--- src/rtl/measure_hex_display.sv ---
// Sequential double-dabble conversion of a 14-bit measurement to five BCD digits driving
// five active-low 7-segment displays. Optional macro: LEADING_ZERO_BLANK_EN.
module measure_hex_display #(
    parameter int unsigned REFRESH_DIV = 2_500_000
) (
    input  logic        clock,
    input  logic        reset,
    input  logic [13:0] num,
    input  logic        update,
    output logic        busy,
    output logic [19:0] bcd,
    output logic [6:0]  HEX0,
    output logic [6:0]  HEX1,
    output logic [6:0]  HEX2,
    output logic [6:0]  HEX3,
    output logic [6:0]  HEX4
);

    localparam int unsigned DW = $clog2(REFRESH_DIV);

    typedef enum logic [1:0] {IDLE, LOAD, SHIFT, DONE} state_t;

    state_t         state, state_next;
    logic [DW-1:0]  div;
    logic           tick;
    logic           pending;
    logic [13:0]    last_num;
    logic [33:0]    shreg;
    logic [33:0]    adj;
    logic [3:0]     cnt;
    logic           done_d;
    logic           start;
    logic [6:0]     seg [5];

    function automatic logic [6:0] seg7(input logic [3:0] d);
        case (d)
            4'd0:    seg7 = 7'h40;
            4'd1:    seg7 = 7'h79;
            4'd2:    seg7 = 7'h24;
            4'd3:    seg7 = 7'h30;
            4'd4:    seg7 = 7'h19;
            4'd5:    seg7 = 7'h12;
            4'd6:    seg7 = 7'h02;
            4'd7:    seg7 = 7'h78;
            4'd8:    seg7 = 7'h00;
            4'd9:    seg7 = 7'h10;
            default: seg7 = 7'h7F;
        endcase
    endfunction

    assign tick = (div == DW'(REFRESH_DIV - 1));
    assign busy = (state != IDLE);

    // A same-cycle update counts as pending so it starts immediately from IDLE.
    assign start = pending | update | (tick & (num != last_num));

    always_comb begin
        state_next = state;
        case (state)
            IDLE:    if (start) state_next = LOAD;
            LOAD:    state_next = SHIFT;
            SHIFT:   if (cnt == 4'd13) state_next = DONE;
            DONE:    state_next = IDLE;
            default: state_next = IDLE;
        endcase
    end

    always_comb begin
        adj = shreg;
        for (int unsigned i = 0; i < 5; i++) begin
            if (shreg[14 + 4*i +: 4] >= 4'd5)
                adj[14 + 4*i +: 4] = shreg[14 + 4*i +: 4] + 4'd3;
        end
    end

    always_comb begin
        for (int unsigned i = 0; i < 5; i++)
            seg[i] = seg7(bcd[4*i +: 4]);
`ifdef LEADING_ZERO_BLANK_EN
        // Blank from the most significant digit down while zeros continue; HEX0 never blanks.
        begin
            logic lead;
            lead = 1'b1;
            for (int unsigned i = 4; i >= 1; i--) begin
                if (lead && (bcd[4*i +: 4] == 4'd0))
                    seg[i] = 7'h7F;
                else
                    lead = 1'b0;
            end
        end
`endif
    end

    always_ff @(posedge clock) begin
        if (reset) begin
            state    <= IDLE;
            div      <= '0;
            pending  <= 1'b0;
            last_num <= '0;
            shreg    <= '0;
            cnt      <= '0;
            bcd      <= '0;
            done_d   <= 1'b0;
            HEX0     <= '1;
            HEX1     <= '1;
            HEX2     <= '1;
            HEX3     <= '1;
            HEX4     <= '1;
        end else begin
            state  <= state_next;
            div    <= tick ? '0 : div + 1'b1;
            done_d <= (state == DONE);

            if (state == IDLE && start)
                pending <= 1'b0;
            else if (update)
                pending <= 1'b1;

            case (state)
                LOAD: begin
                    shreg    <= {20'd0, num};
                    last_num <= num;
                    cnt      <= '0;
                end
                SHIFT: begin
                    shreg <= adj << 1;
                    cnt   <= cnt + 4'd1;
                end
                DONE:    bcd <= shreg[33:14];
                default: ;
            endcase

            if (done_d) begin
                HEX0 <= seg[0];
                HEX1 <= seg[1];
                HEX2 <= seg[2];
                HEX3 <= seg[3];
                HEX4 <= seg[4];
            end
        end
    end

endmodule

--- config.mk ---
export PLATFORM = sky130hd
export DESIGN_NAME = measure_hex_display
export DESIGN_NICKNAME = d
export VERILOG_FILES = /design/src/rtl/measure_hex_display.sv
export SDC_FILE = /design/constraint.sdc
export NUM_CORES = 1
export LEC_CHECK = 0
export CORE_MARGIN = 2
export CORE_UTILIZATION = 51
export DETAILED_ROUTE_END_ITERATION = 8
export HOLD_SLACK_MARGIN = 0.08
export PLACE_DENSITY = 0.76
export SYNTH_ARGS = -nofsm -noshare
export SYNTH_HDL_FRONTEND = slang
export SYNTH_SLANG_ARGS = --single-unit
--- constraint.sdc ---
create_clock -name clock -period 1.75 [get_ports clock]
set_clock_uncertainty 0.1 [all_clocks]
set_input_delay 0.35 -clock clock [delete_from_list [all_inputs] [get_ports clock]]
set_output_delay 0.35 -clock clock [all_outputs]
set_load 0.05 [all_outputs]
==> results.tsv <==
stage	metric	value	unit
status	status	finished with violations	
status	violations	setup timing	
grt	overflow	0	
setup_path	cp.depth	5	
timing	fmax	0.563	GHz
yosys	synth_area	6530	um2
setup_path	worst_setup_path_start_kind	flip-flop	
setup_path	crit_start	div[7]$_SDFF_PP0_	
timing	rsz0062_at_grt	true	
setup_path	slowest_stage	or4b_4	
clock_tree	cts_made_buffers	17	
layout	drive_gt1_share	20.1	%
die	die-area	13700	um2
grt	grt_pass1_wl	25000	um
timing	max_slew_margin	67.5	%
flow_run	cap_violations	0	
route	drt_iter0_markers	468	
placed_design	hpwlAfterDp	10200	um
clock_tree	cts_sinks	133	
route	drc	0	
grt	grt_pass1_vias	5465	
timing	worstMarginPinSlew	0.487	ns
setup_path	r2r_end	state[1]$_SDFFE_PP0P_	
grt	grt_max_degree	79	
setup_path	cp_cell_sequence	nand2_2 -> or4b_4 -> a2111oi_4 -> a2bb2oi_2 -> mux2i_1	
setup_path	end_kind	flip-flop	
die	design.core.area	12600	um2
timing	setup_viol_count_final	2	
layout	mostFrequentLayoutCells	dfxtp_1, nor2_1, buf_4	
yosys	synthFlopType	dfxtp_1	
clock_tree	clk_path_buf_depth	2	
setup_path	required	1.99	ns
yosys	synthTopCellsByArea	dfxtp_1, mux2i_1, ha_1, nor2_1, xnor2_1	
die	die_height	117	um
grt	antenna_found_initial	0	
route	ant_nets	0	
yosys	yosys.area.top_type_share	40.8	%
layout	final_common_cell	dfxtp_1	
setup_path	reg2regPathDepth	5	
die	start_util	51.9	%
layout	layout.nets	901	
clock_tree	cts-root-buf	clkbuf_16	
clock_tree	clk_pin_slew	0.06	ns
hold_path	min_from	reset	
die	core.rowCount	41	
pwr	power_density	1190	nW/um2
yosys	synth_nets	802	
placed_design	io_buffers	72	
yosys	ys_types	45	
placed_design	pre_cts_ws	-0.386	ns
timing	finalHoldViolations	0	
clock_tree	cts_tree	built	
yosys	yosysWarningCount	0	
route	viasPerCell	5.35	
clock_tree	htree_levels	4	
yosys	async_reset_ff_share	0	%
setup_path	crit_buf_inv	0	
placed_design	gp_congestion	0.829	
grt	grt_use_total	22.8	%
yosys	syn_area_per_cell	8.79	um2
route	wirelength	14800	um
setup_path	rr_startpoint	div[7]$_SDFF_PP0_	
yosys	ys_ff_latch	133	
yosys	syn_inst	743	
setup_path	crit_type	reg2reg	
timing	drv_slew	0	
die	die_w	117	um
route	wl_per_cell	14.4	um
setup_path	reg2reg_slack	-0.03	ns
timing	timing.final.crit_share	101	%
timing	worst_slack	-0.0259	ns
setup_path	endpoint	state[1]$_SDFFE_PP0P_	
setup_path	critPathMaxStageDelay	0.55	ns
hold_path	hold_class	in2reg	
die	ios	73	
layout	stdcell_count	1027	
setup_path	arrival	2.02	ns
placed_design	post-place-cells	990	
route	vias	5495	
pwr	ir_drop	1.22	mV
yosys	synth_edf_count	0	
yosys	ys_seq_area_share	40.8	%
timing	min_period	1.78	ns
pwr	leakagePower	3.17	nW
setup_path	critPathTopFamily	simple AND/OR/NAND/NOR gates	
route	drtPass1Iterations	4	
yosys	synth_top_area_cell	dfxtp_1	
setup_path	path_max_fanout	2	
layout	num_antenna_cells	0	
clock_tree	clk_latency	0.42	ns
layout	area_delta_synth_final	32.0	%
layout	fillers	973	
## final cells by class
type	instances	area (um2)	share of cell area (%)
clock inverters	14	256	2.98
repair buffers	126	1320	15.3
inverters	42	160	1.86
flip-flops and latches	133	2680	31.0
clock buffers	18	429	4.98
multi-input cells	522	3560	41.3
well taps	172	215	2.50
## kinds of logic (layout without fill, tap and decap cells)
logic type | count (synthesis) | count (layout) | share of synthesized area [%]
simple gates | 223 | 223 | 15.7
compound gates | 155 | 155 | 15.4
flops | 133 | 133 | 40.8
buf+inv | 88 | 200 | 5.23
mux | 56 | 56 | 8.59
xor+xnor | 46 | 46 | 6.17
fa+ha+maj | 42 | 42 | 8.05
## registers in the layout, indices dropped and copies added, names as in the netlist
name      count
HEX0          7
HEX1          7
HEX2          7
HEX3          7
HEX4          7
bcd          20
cnt           4
div          22
done_d        1
last_num     14
pending       1
shreg        34
state         2
## per-layer routing
layer | vias to the layer above | GRT usage, % | wire length [um]
met3 | 15 | 4.79 | 498
met4 | 0 | 9.49 | 212
met1 | 2608 | 27.5 | 6630
met2 | 96 | 39.6 | 7460
li1 | 2776 | - | -
met5 | - | 0 | 0
## Yosys cell counts (6+ instances only)
library cell and count:
a211oi_1 14, a21oi_1 43, a22oi_1 7, a32oi_1 9, buf_1 7, clkbuf_1 34
dfxtp_1 133, ha_1 42, inv_1 40, mux2i_1 56, nand2_1 55, nand2b_1 12
nand3_1 18, nor2_1 102, nor4_1 9, o211ai_1 6, o21ai_0 48, o221ai_1 8
xnor2_1 41
## power breakdown
group | total, mW | internal [mW] | switching (mW)
Clock | 4.12 | 2.81 | 1.31
Sequential | 3.55 | 3.36 | 0.193
Combinational | 2.56 | 1.09 | 1.48
## worst min-delay path by stage
stage / end / cells past startpoint
after floorplan: div[0]$_SDFF_PP0_ / 1
after global placement: div[0]$_SDFF_PP0_ / 1
after detailed placement: div[0]$_SDFF_PP0_ / 1
after CTS: HEX2[6]$_SDFFE_PP1P_ / 4
after global routing: bcd[3]$_SDFFE_PP0P_ / 3
final: HEX0[6]$_SDFFE_PP1P_ / 4
## metrics by stage
| step | TNS [ns] | cell area (um2) | hold slack [ns] | power, mW | util, % |
|---|---|---|---|---|---|
| final | -0.0312 | 8620 | 0.347 | 10.2 | 68.6 |
| after global routing | -0.620 | 8620 | 0.355 | 10.7 | 68.6 |
| after floorplan | 0 | 6530 | 0.326 | 5.24 | - |
| after detailed placement | -0.681 | 7840 | 0.347 | 6.03 | 62.4 |
| after CTS | -0.0575 | 8590 | 0.343 | 10.3 | 68.3 |
| after global placement | -0.617 | 7840 | 0.336 | 5.93 | 62.4 |
## repair_timing
action / CTS / global route
gates resized for setup: 11 / 11
setup buffers: 5 / 0
hold buffers: 0 / 0
setup endpoints to repair: 24 / 38
pin swaps: 3 / 2
## tightest hold or removal path, cell delays in order
cell and delay (ns):
buf_2 0.13, buf_4 0.23, a21oi_1 0.06, nand2_1 0.05
Power figures use the tool's default switching activity.
